$ cat config.mk
export PLATFORM = sky130hd
export DESIGN_NAME = draw_text_line
export DESIGN_NICKNAME = d
export VERILOG_FILES = /design/src/rtl/draw_text_line_pkg.sv /design/src/rtl/draw_text_line_glyph_rom.sv /design/src/rtl/draw_text_line.sv
export SDC_FILE = /design/constraint.sdc
export NUM_CORES = 1
export LEC_CHECK = 0
export CAP_MARGIN = 10
export CORE_ASPECT_RATIO = 0.5
export CORE_UTILIZATION = 53
export CTS_CLUSTER_SIZE = 20
export DETAILED_ROUTE_END_ITERATION = 8
export PLACE_DENSITY = 0.83
export SYNTH_ARGS = -nofsm -noshare
export SYNTH_HDL_FRONTEND = slang
export SYNTH_MEMORY_MAX_BITS = 65536
export SYNTH_SLANG_ARGS = --single-unit
export TNS_END_PERCENT = 10
$ cat constraint.sdc
create_clock -name clk -period 9.9 [get_ports clk]
set_clock_uncertainty 0.05 [all_clocks]
set_input_delay 0.99 -clock clk [delete_from_list [all_inputs] [get_ports clk]]
set_output_delay 0.99 -clock clk [all_outputs]
set_load 0.05 [all_outputs]
$ cat src/rtl/draw_text_line_pkg.sv
`default_nettype none
// +--------------------------------------------------------------------------+
// | text_pkg : glyph geometry, glyph codes and FSM states for draw_text_line  |
// | Rev 1.0                                                                   |
// +--------------------------------------------------------------------------+
package text_pkg;
  localparam int GLYPH_W = 8;
  localparam int GLYPH_H = 8;
  localparam int CODE_W  = 6;

  typedef logic [CODE_W-1:0] glyph_code_t;

  localparam glyph_code_t G_BLANK  = 6'd0;
  localparam glyph_code_t G_DIG0   = 6'd1;
  localparam glyph_code_t G_A      = 6'd11;
  localparam glyph_code_t G_DOLLAR = 6'd37;

  typedef enum logic [0:0] {
    IDLE  = 1'b0,
    CLEAR = 1'b1
  } fsm_t;
endpackage
`default_nettype wire

$ cat src/rtl/draw_text_line_glyph_rom.sv
`default_nettype none
// +--------------------------------------------------------------------------+
// | glyph_rom : combinational 64x8x8 font, bit 7 of a row is leftmost pixel   |
// | Rev 1.0                                                                   |
// +--------------------------------------------------------------------------+
module glyph_rom
  import text_pkg::*;
(
  input  glyph_code_t code,
  input  logic [2:0]  row,
  output logic [7:0]  bits
);
  // Each glyph packs row 0 in the top byte down to row 7 in the bottom byte.
  logic [63:0] glyph;

  always_comb begin
    glyph = 64'h0;
    case (code)
      G_DIG0:   glyph = 64'h3C666E7666663C00;
      6'd2:     glyph = 64'h1838181818187E00;
      6'd3:     glyph = 64'h3C66060C30607E00;
      6'd4:     glyph = 64'h3C66061C06663C00;
      6'd5:     glyph = 64'h0C1C3C6C7E0C0C00;
      6'd6:     glyph = 64'h7E607C0606663C00;
      6'd7:     glyph = 64'h3C607C6666663C00;
      6'd8:     glyph = 64'h7E060C1830303000;
      6'd9:     glyph = 64'h3C66663C66663C00;
      6'd10:    glyph = 64'h3C66663E060C3800;
      G_A:      glyph = 64'h183C66667E666600;
      6'd12:    glyph = 64'h7C66667C66667C00;
      6'd13:    glyph = 64'h3C66606060663C00;
      6'd14:    glyph = 64'h786C6666666C7800;
      6'd15:    glyph = 64'h7E60607C60607E00;
      6'd16:    glyph = 64'h7E60607C60606000;
      6'd17:    glyph = 64'h3C66606E66663C00;
      6'd18:    glyph = 64'h6666667E66666600;
      6'd19:    glyph = 64'h3C18181818183C00;
      6'd20:    glyph = 64'h1E0C0C0C0C6C3800;
      6'd21:    glyph = 64'h666C7870786C6600;
      6'd22:    glyph = 64'h6060606060607E00;
      6'd23:    glyph = 64'h63777F6B63636300;
      6'd24:    glyph = 64'h66767E7E6E666600;
      6'd25:    glyph = 64'h3C66666666663C00;
      6'd26:    glyph = 64'h7C66667C60606000;
      6'd27:    glyph = 64'h3C666666663C0E00;
      6'd28:    glyph = 64'h7C66667C786C6600;
      6'd29:    glyph = 64'h3E60603C06067C00;
      6'd30:    glyph = 64'h7E18181818181800;
      6'd31:    glyph = 64'h6666666666663C00;
      6'd32:    glyph = 64'h66666666663C1800;
      6'd33:    glyph = 64'h6363636B7F776300;
      6'd34:    glyph = 64'h66663C183C666600;
      6'd35:    glyph = 64'h6666663C18181800;
      6'd36:    glyph = 64'h7E060C1830607E00;
      G_DOLLAR: glyph = 64'h183E603C067C1800;
      default:  glyph = 64'h0;
    endcase
  end

  assign bits = glyph[{3'd7 - row, 3'b000} +: GLYPH_W];
endmodule
`default_nettype wire

$ cat src/rtl/draw_text_line.sv
`default_nettype none
// +--------------------------------------------------------------------------+
// | draw_text_line : scaled, blinkable text string renderer, 2-cycle pipeline |
// | Rev 1.0                                                                   |
// +--------------------------------------------------------------------------+
module draw_text_line
  import text_pkg::*;
#(
  parameter int MAX_CHARS    = 8,
  parameter int SCALE_LOG2   = 0,
  parameter int BLINK_FRAMES = 30
) (
  input  logic                                           clk,
  input  logic                                           rst,
  input  logic [9:0]                                     Q_X,
  input  logic [9:0]                                     Q_Y,
  input  logic [9:0]                                     pos_x,
  input  logic [9:0]                                     pos_y,
  input  logic                                           frame_tick,
  input  logic [$clog2(MAX_CHARS+1)-1:0]                 len,
  input  logic                                           blink_en,
  input  logic                                           wr_valid,
  output logic                                           wr_ready,
  input  logic [((MAX_CHARS > 1) ? $clog2(MAX_CHARS) : 1)-1:0] wr_idx,
  input  logic [CODE_W-1:0]                              wr_code,
  input  logic                                           clr_req,
  output logic                                           busy,
  output logic                                           visible
);
  localparam int LEN_W = $clog2(MAX_CHARS + 1);
  localparam int IDX_W = (MAX_CHARS > 1) ? $clog2(MAX_CHARS) : 1;
  localparam int CNT_W = (BLINK_FRAMES > 1) ? $clog2(BLINK_FRAMES) : 1;
  localparam int S     = 1 << SCALE_LOG2;

  fsm_t              state_q, state_d;
  logic [IDX_W-1:0]  clr_idx_q;
  glyph_code_t       char_buf [MAX_CHARS];
  logic [LEN_W-1:0]  len_q;
  logic [CNT_W-1:0]  blink_cnt_q;
  logic              phase_q;
  logic              wr_fire;

  always_comb begin
    state_d  = state_q;
    wr_ready = 1'b0;
    busy     = 1'b0;
    case (state_q)
      IDLE: begin
        wr_ready = !clr_req;
        if (clr_req) state_d = CLEAR;
      end
      CLEAR: begin
        busy = 1'b1;
        if (clr_idx_q == IDX_W'(MAX_CHARS - 1)) state_d = IDLE;
      end
      default: state_d = IDLE;
    endcase
  end

  assign wr_fire = wr_valid && wr_ready;

  // Out-of-range wr_idx matches no slot, so the handshake completes with no effect.
  always_ff @(posedge clk) begin
    if (rst) begin
      state_q   <= IDLE;
      clr_idx_q <= '0;
      for (int i = 0; i < MAX_CHARS; i++) char_buf[i] <= G_BLANK;
    end else begin
      state_q   <= state_d;
      clr_idx_q <= (state_q == CLEAR) ? clr_idx_q + 1'b1 : '0;
      for (int i = 0; i < MAX_CHARS; i++) begin
        if (state_q == CLEAR && int'(clr_idx_q) == i) char_buf[i] <= G_BLANK;
        else if (wr_fire && int'(wr_idx) == i)       char_buf[i] <= wr_code;
      end
    end
  end

  always_ff @(posedge clk) begin
    if (rst) begin
      len_q       <= '0;
      blink_cnt_q <= '0;
      phase_q     <= 1'b0;
    end else if (frame_tick) begin
      len_q <= (len > LEN_W'(MAX_CHARS)) ? LEN_W'(MAX_CHARS) : len;
      if (blink_cnt_q == CNT_W'(BLINK_FRAMES - 1)) begin
        blink_cnt_q <= '0;
        phase_q     <= ~phase_q;
      end else begin
        blink_cnt_q <= blink_cnt_q + 1'b1;
      end
    end
  end

  // Zone bounds in 12 bits so pos + width can never wrap back into range.
  logic [11:0] x_end, y_end;
  logic        in_x, in_y, zone_d;
  logic [9:0]  rel_x, rel_y, dx;
  logic [2:0]  col_d, row_d;
  glyph_code_t code_sel;

  assign x_end  = {2'b00, pos_x} + 12'(len_q) * 12'(GLYPH_W * S);
  assign y_end  = {2'b00, pos_y} + 12'(GLYPH_H * S);
  assign in_x   = (Q_X >= pos_x) && ({2'b00, Q_X} < x_end);
  assign in_y   = (Q_Y >= pos_y) && ({2'b00, Q_Y} < y_end);
  assign zone_d = in_x && in_y;
  assign rel_x  = in_x ? Q_X - pos_x : '0;
  assign rel_y  = in_y ? Q_Y - pos_y : '0;
  assign dx     = rel_x >> SCALE_LOG2;
  assign col_d  = dx[2:0];
  assign row_d  = 3'(rel_y >> SCALE_LOG2);

  always_comb begin
    code_sel = G_BLANK;
    for (int i = 0; i < MAX_CHARS; i++)
      if (int'(dx[9:3]) == i) code_sel = char_buf[i];
  end

  logic        zone_q;
  logic [2:0]  col_q, row_q;
  glyph_code_t code_q;
  logic [7:0]  rom_bits;

  glyph_rom u_rom (
    .code (code_q),
    .row  (row_q),
    .bits (rom_bits)
  );

  always_ff @(posedge clk) begin
    if (rst) begin
      zone_q  <= 1'b0;
      col_q   <= '0;
      row_q   <= '0;
      code_q  <= G_BLANK;
      visible <= 1'b0;
    end else begin
      zone_q  <= zone_d;
      col_q   <= col_d;
      row_q   <= row_d;
      code_q  <= code_sel;
      visible <= zone_q && rom_bits[3'd7 - col_q] && !(blink_en && phase_q);
    end
  end
endmodule
`default_nettype wire

* Word-level counts from Yosys, hierarchy flattened
Memories as Yosys holds them, arrays and structs flattened. A register that Yosys moved wholly into a read port is not among the register bits. Cells that the tools add are included.
Storage, ports and cells: register bits 22, memory bits (writable) 48, memory bits (read-only) 3136, input port bits 59, output and inout port bits 3, logic and storage cells 194, memories 2
Cells by class: add/sub/neg operators 8, order comparisons 6, equality and inequality tests 23, shifts and indexed selects 1, muxes and demuxes 93, bitwise operators 20, reductions and logical operators 32
Memory list:
- (name not given) | depth 64, width 49, rd ports 1, clocked after Yosys merged registers in 1, write ports 0, line draw_text_line_glyph_rom.sv:18 | case (code)
- char_buf | depth 8, width 6, rd ports 8, clocked after Yosys merged registers in 0, write ports 8, line draw_text_line.sv:37 | glyph_code_t char_buf [MAX_CHARS];
Operator list (count):
- 6-bit 2-to-1 mux | 25
- 64-bit by 7-bit variable part select with 8-bit output | 1
- 1-bit 2-to-1 mux | 63
- 7-bit by 4-bit == test with 1-bit output (second input constant) | 4
- 3-bit == test (second input constant) | 9
- 1-bit logical AND | 23
- 10-bit by 11-bit less-than comparator with 1-bit output | 2
- 10-bit greater-or-equal comparator | 2
- 1-bit bitwise OR | 16
- 7-bit by 3-bit == test with 1-bit output (second input constant) | 2
- 3-bit by 2-bit == test with 1-bit output (second input constant) | 4
- 10-bit by 4-bit adder with 11-bit output (second input constant) | 1
- 10-bit by 7-bit adder with 11-bit output | 1
- 10-bit 2-to-1 mux | 1
- 10-bit subtractor | 1
- 7-bit by 2-bit == test with 1-bit output (second input constant) | 1
- 7-bit zero test | 1
- 3-bit by 1-bit == test with 1-bit output (second input constant) | 2
- 3-bit zero test | 2
- 2-bit OR reduction | 3
- 3-bit subtractor (first input constant) | 2
- 5-bit by 1-bit adder with 5-bit output (second input constant) | 1
- 5-bit == test (second input constant) | 1
- 5-bit 2-to-1 mux | 1
- other kinds (10) | 14

* Logic depth before layout (Yosys ltp)
Gate-level depths: netlist of run 1.
word-level depth 14, gate-level depth with buffers 23, mapped depth without buffers 21

* Hierarchy
Synthesis of run 1 repeated with hierarchy kept, for this count alone.
Second synthesis, totals: cell total of the unflattened synthesis 941, area total of the unflattened synthesis 7780.0 µm²
Modules (own cells, without submodules):
- draw_text_line | times used 1, cells an instance 531, area an instance 5193.7 µm², seq. area each 2001.9 µm²
- glyph_rom | times used 1, cells an instance 410, area an instance 2586.2 µm², seq. area each 0.0 µm²

* Worst setup path before layout of run 1
OpenSTA, ideal clock, no wires.
kind input-to-reg, start point in pos_x[3], end point reg u_rom.glyph[35] (netlist name), library setup time 0.117 ns, data arrival time 5.531 ns, data required time 9.733 ns, slack 4.201 ns, stages 20, buffers on the path 2, cell sequence ha_1 > fa_1 > a21o_1 > a21oi_1 > nor3_1 > xnor2_1 > ha_1 > a211oi_1 > o21ai_0 > a211oi_1 > o32ai_2 > or4_1 > o2bb2ai_2 > nand2_2 > clkbuf_1 > ha_1 > clkbuf_1 > nand2_1 > a221o_1 > a32o_1
Between the ends: longest elaborated chain between the ends 14, elaborated cells on any way between the ends 23, those cells by class add/sub: 2; order compare: 2; eq/ne: 7; mux: 10; reduce/logical: 2
RTL lines:
- start, declared | line draw_text_line.sv:17 | input logic [9:0] pos_x,
- 10-bit by 7-bit adder with 11-bit output | line draw_text_line.sv:101 | assign x_end = {2'b00, pos_x} + 12'(len_q) * 12'(GLYPH_W * S);
- 10-bit by 11-bit less-than comparator with 1-bit output | line draw_text_line.sv:103 | assign in_x = (Q_X >= pos_x) && ({2'b00, Q_X} < x_end);
- 1-bit logical AND | line draw_text_line.sv:103
- 10-bit 2-to-1 mux * | line draw_text_line.sv:106 | assign rel_x = in_x ? Q_X - pos_x : '0;
- 7-bit zero test | line draw_text_line.sv:115 | if (int'(dx[9:3]) == i) code_sel = char_buf[i];
- 6-bit 2-to-1 mux (7 in series) | line draw_text_line.sv:115
- 6-bit 2-to-1 mux * | line draw_text_line.sv:115
- 6-bit 2-to-1 mux (no source line) *
Every way passes the cells marked *; elsewhere a longest branch is shown, timed or not. A chain may end at the register's enable or synchronous reset.

* Final worst setup path of run 1
start point in pos_x[3], end point reg u_rom.glyph[38] (netlist name)
Between the ends: longest elaborated chain between the ends 14, elaborated cells on any way between the ends 23, those cells by class add/sub: 2; order compare: 2; eq/ne: 7; mux: 10; reduce/logical: 2
RTL lines (line):
- 10-bit by 7-bit adder with 11-bit output | draw_text_line.sv:101
- 10-bit by 11-bit less-than comparator with 1-bit output | draw_text_line.sv:103
- 1-bit logical AND | draw_text_line.sv:103
- 10-bit 2-to-1 mux * | draw_text_line.sv:106
- 7-bit zero test | draw_text_line.sv:115
- 6-bit 2-to-1 mux (7 in series) | draw_text_line.sv:115
- 6-bit 2-to-1 mux * | draw_text_line.sv:115
- 6-bit 2-to-1 mux (no source line) *
Marks and branches as above.

==> reports/results.tsv, run 1 <==
metric	value	unit
status	complete, but fails checks	
failing checks	DRC	
Synth top area share	17.2	%
Nets	1102	
Netlist cell types	88	
Post-CTS Setup Inserts	0	
cell taking the most area after synthesis	edfxtp_1	
leakage power	3.70	nW
first-pass GRT wire length	40500	um
Area after DPL	9030	um2
Crit. End Element	flop	
synthesized area per cell	8.81	um2
post-synthesis sequential area ratio	32.7	%
Detailed Route Iter0 Violations	1406	
Worst-path clk slew	0.06	ns
post-synthesis register bit count	113	
max incr delay on CP	0.86	ns
largest cells by area after synthesis	edfxtp_1, dfxtp_1, ha_1, and2_1, a21oi_1	
total routed wirelength	25700	um
setup TNS	0	ns
Die Height	91.0	um
die area	16400	um2
vias per cell	6.69	
core area	15500	um2
fillers	1286	
number of I/O pins	62	
Yosys Warn Count	0	
Power Dens Cells	165	nW/um2
post-cts sizing count	0	
CTS Buf Count	17	
drt drc	2	
Total GRT Usage	31.8	%
# setup viols final	0	
fin crit share	72.1	%
vias	8024	
DIE WIDTH	180	um
initial antenna violation count	1	
R2R Path End	u_rom.glyph[38]$_DFF_P_	
Antenna Nets Post-Route	0	
Max-Cap Viols	0	
worst ir drop on vdd	0.000109	V
Longest Clk Path Bufs	2	
worst min path class	flop to flop	
WHS Path Cells	2	
max frequency	140	MHz
routed length per placed instance	21.5	um
Reg2Reg Setup Slack	3.52	ns
Setup crit start kind	input port	
CTS Hold Bufs	0	
Final Hold Viols	0	
Tot Pwr	1.58	mW
Buf+Inv Stages, Crit Path	2	
area grow syn2layout	14.4	%
Post-Syn Area	8390	um2
Port Buf Inserts	61	
GPL Wtd Cong	1.03	
H-tree Lvls	4	
share of layout cells above drive strength 1	8.84	%
worst path cell trace	clkdlybuf4s50_1, ha_1, fa_1, a21o_1, a21oi_1, nor3_1, xnor2_1, ha_1, a211oi_1, o21ai_0, a211oi_1, o32ai_2, nor4_4, o2111ai_1, a311oi_2, nor2_2, buf_4, o211a_1, a31oi_1, nand2_1	
Core Rows	32	
Worst-Skew Late Latency	0.42	ns
PnR worst setup slack	2.76	ns
largest net degree at the start of global routing	61	
RSZ-0062 raised after global routing	no	
Initial Util	54.3	%
kind of critical path	input port to flop	
crit path time final	7.14	ns
Primary FF master, synth	dfxtp_1	
vias in the first global route	7482	
critical path depth	20	
CTS root buf	clkbuf_16	
Crit path max-delay family	compound AO/OA/AOI/OAI gates	
Post-Synthesis Cells	953	
arrival time worst endpoint	7.37	ns
hold endpoint	len_q[0]$_SDFFE_PP0P_	
fin area	9600	um2
CTS sink cnt	113	
ant diodes	0	
number of synthesized flops with an enable pin	48	
Final Max Slew Viols	0	
Worst Hold Launch	len_q[0]$_SDFFE_PP0P_	
DP Worst Slack	2.47	ns
grt ovf	0	
Worst slew margin	24.7	%
hpwl dp	18200	um
critical path peak fanout	29	
WP data required	10.13	ns
total iterations of the first detailed-routing run	9	
R2R Path Start	len_q[0]$_SDFFE_PP0P_	
CTS tree	done	
asr flop ratio synth	0	%
Slew @ Worst Pin	1.12	ns
syn_nets	1073	
Crit-path slowest cell	a311oi_2	
R2R depth	19	
[layout make-up]
type                            instances  area [um2]  area share [%]
Multi-Input combinational cell        738        5200            54.2
Sequential cell                       113        2740            28.6
Clock buffer                           17         425            4.43
Inverter                               44         165            1.72
Clock inverter                         15         145            1.51
Timing Repair Buffer                   68         663            6.91
Tap cell                              204         255            2.66
[layout by cell type, fill, tap and decap left out, types with 25 or more instances in the layout]
master	instances
nand2_1	79
nor2_1	72
dfxtp_1	65
a21oi_1	64
clkdlybuf4s50_1	61
ha_1	58
o21ai_0	57
and2_1	53
edfxtp_1	48
inv_1	41
nor3_1	25
o211ai_1	25
nand3_1	25
[how the worst max path moves through the flow]
stage | startpoint | to | slack (ns)
after global placement | pos_x[3] | u_rom.glyph[38]$_DFF_P_ | 2.53
after global routing | pos_x[3] | u_rom.glyph[19]$_DFF_P_ | 2.32
after CTS | pos_x[3] | u_rom.glyph[38]$_DFF_P_ | 2.87
after floorplan | pos_x[3] | u_rom.glyph[35]$_DFF_P_ | 4.20
final | pos_x[3] | u_rom.glyph[38]$_DFF_P_ | 2.76
after detailed placement | pos_x[3] | u_rom.glyph[38]$_DFF_P_ | 2.47
[metal layers]
layer | share of wire, % | wire (um) | track usage, %
met1 | 41 | 10700 | 42.4
met2 | 43 | 11200 | 48.7
met3 | 12 | 3130 | 10.5
met4 | 3.2 | 815 | 9.91
met5 | 0 | 0 | 0
[state kept, by name, summed over array words and instances, names as in the netlist]
signal	cells
clr_idx_q	3
col_q	3
zone_q	1
u_rom.glyph	43
row_q	3
len_q	4
visible	1
state_q	1
char_buf	48
blink_cnt_q	5
phase_q	1
[tightest hold or removal path, stage by stage (launching register included)]
cell	delay, ns
dfxtp_1	0.31
nand2b_1	0.06
a21oi_1	0.05
[logic make-up (layout without fill, tap and decap cells)]
| kind of cell | Yosys count | after routing | share of synthesized area, % |
|---|---|---|---|
| xor+xnor | 22 | 22 | 2.39 |
| mux | 30 | 30 | 5.29 |
| buf+inv | 102 | 144 | 5.44 |
| fa+ha+maj | 61 | 61 | 9.36 |
| flops | 113 | 113 | 32.7 |
| compound gates | 304 | 304 | 25.5 |
| simple gates | 321 | 321 | 19.3 |
[power by group]
group	switching (mW)	leakage, nW	internal, mW	total, mW
registers	0.0231	1.04	0.533	0.556
logic	0.252	2.38	0.160	0.412
clock network	0.262	0.280	0.353	0.615
total	0.538	3.70	1.05	1.58
[cell usage after synthesis (all sizes together), types with 7 or more instances]
library cell,n
a21oi,65
o21ai,64
a31oi,10
o221ai,15
nor3,29
nand4,10
mux4,11
o21a,16
mux2i,14
dfxtp,65
nor2,78
o22ai,7
inv,43
a211oi,13
nand2,81
edfxtp,48
xor2,7
nand3,25
xnor2,15
clkbuf,28
nand2b,10
ha,58
buf,30
o211ai,27
and3,8
and2,54
[stage by stage]
stage	std cells	hold WS (ns)	utilization [%]
2_1_floorplan	953	0.383	-
3_3_place_gp	1167	0.402	58.4
3_5_place_dp	1167	0.417	58.4
4_1_cts	1199	0.428	62.1
5_1_grt	1199	0.436	62.1
6_report	1199	0.427	62.1
(Power assumes the default switching activity.)
==> run 2: changes to the inputs <==
PLACE_DENSITY = 0.86   (was 0.83)
clock period = 6.1 ns   (was 9.9 ns; I/O delays follow)
==> reports/results.tsv, run 2 (synthesis results as in run 1) <==
metric	value	unit
status	complete, but fails checks	
failing checks	DRC	
Tot Pwr	2.63	mW
most repeated library cell on the critical path	ha_1	
vias	8279	
crit path time final	5.66	ns
CTS root buf	clkbuf_16	
CTS tree	done	
arrival time worst endpoint	5.90	ns
kind of critical path	input port to flop	
worst ir drop on vdd	0.000190	V
Antenna Nets Post-Route	0	
setup TNS	0	ns
PnR worst setup slack	0.439	ns
CTS Buf Count	17	
leading cell type in the layout, fill and taps excluded	nand2_1	
CTS Hold Bufs	0	
total iterations of the first detailed-routing run	8	
Final Hold Viols	0	
core area	15500	um2
share of layout cells above drive strength 1	12.4	%
Total GRT Usage	35.5	%
worst min path class	flop to flop	
Port Buf Inserts	61	
CTS sink cnt	113	
Crit-path slowest cell	or4_1	
post-cts sizing count	0	
vias in the first global route	7857	
Biggest register	char_buf	
max frequency	177	MHz
H-tree Lvls	4	
Worst-Skew Late Latency	0.43	ns
Layout Utilization	64.4	%
Post-Layout Cell Count	1238	
Core Rows	32	
routed length per placed instance	23.2	um
WP data required	6.34	ns
die area	16400	um2
vias per cell	6.69	
fin crit share	92.8	%
worst path cell trace	clkdlybuf4s50_1, ha_1, fa_1, a21o_1, a21oi_1, nor3_1, xnor2_1, ha_1, a211oi_1, o21ai_0, a211oi_1, o32ai_2, or4_1, o2bb2ai_2, nand2_2, buf_4, ha_1, buf_4, o211a_1, o21ai_0, nand3_1	
Slew @ Worst Pin	1.09	ns
DIE WIDTH	180	um
Power Dens Cells	265	nW/um2
Area after DPL	9360	um2
number of flip-flops in the largest register	48	
Detailed Route Iter0 Violations	1189	
Worst-path clk slew	0.06	ns
max incr delay on CP	0.63	ns
fin area	9950	um2
Post-CTS Setup Inserts	0	
number of I/O pins	62	
leakage power	3.91	nW
critical path peak fanout	14	
leading cell types in the layout, fill and taps excluded	nand2_1, nor2_1, dfxtp_1, a21oi_1, clkdlybuf4s50_1	
first-pass GRT wire length	44300	um
Worst slew margin	26.5	%
initial antenna violation count	0	
drt drc	2	
Initial Util	54.3	%
area grow syn2layout	18.5	%
Nets	1141	
Longest Clk Path Bufs	2	
Setup crit start kind	input port	
Max-Cap Viols	0	
Die Height	91.0	um
hpwl dp	20800	um
largest net degree at the start of global routing	45	
DP Cell Count	1206	
GPL Wtd Cong	1.01	
RSZ-0062 raised after global routing	no	
hold slack	0.434	ns
# setup viols final	0	
ant diodes	0	
Final Max Slew Viols	0	
grt ovf	0	
DP Worst Slack	0.0543	ns
total routed wirelength	28700	um
Crit. End Element	flop	
==> run 2: cell count changes in the layout (fill, tap and decap cells not counted), moves of 3 or more <==
cell      previous run  this run
buf_4                7        43
clkinv_4             1         4
buf_12               0         3
inv_6                9         4
==> run 2: layout make-up <==
| cell class | instances | area, um2 |
|---|---|---|
| multi-input combinational | 738 | 5210 |
| sequential | 113 | 2740 |
| clock inverter | 14 | 155 |
| clock buffer | 18 | 429 |
| timing repair buffer | 107 | 993 |
| fill | 1246 | 5510 |
| inverter | 44 | 165 |
| tap | 204 | 255 |
==> run 2: critical path, delay by kind of cell <==
family | cells | cell delay [ns]
xor gates and xnor gates | 1 | 0.14
and+or+nand+nor | 4 | 1.02
adders and majority gates | 4 | 1.13
AOI/OAI and AO/OA | 9 | 2.14
buffers and inverters | 3 | 0.85
==> run 2: report_power, final <==
group	internal (mW)	leakage [nW]	switching [mW]	total [mW]
Combinational	0.286	2.58	0.437	0.723
Sequential	0.866	1.04	0.0393	0.905
Clock	0.606	0.282	0.400	1.01
==> run 2: worst paths after layout <==
kind,slack (ns),to,depth (start not counted),startpoint
setup / recovery,0.44,u_rom.glyph[60]$_DFF_P_,21,pos_x[3]
hold / removal,0.43,clr_idx_q[0]$_SDFF_PP0_,1,clr_idx_q[0]$_SDFF_PP0_
setup reg to reg,0.74,u_rom.glyph[60]$_DFF_P_,20,len_q[0]$_SDFFE_PP0P_
hold reg to reg,0.43,clr_idx_q[0]$_SDFF_PP0_,1,clr_idx_q[0]$_SDFF_PP0_
==> run 2: layer usage <==
layer  track usage, %  part of all wire [%]
met1             46.9                    42
met5                0                     0
met3             10.1                    11
met4             12.1                   2.7
met2             55.7                    44
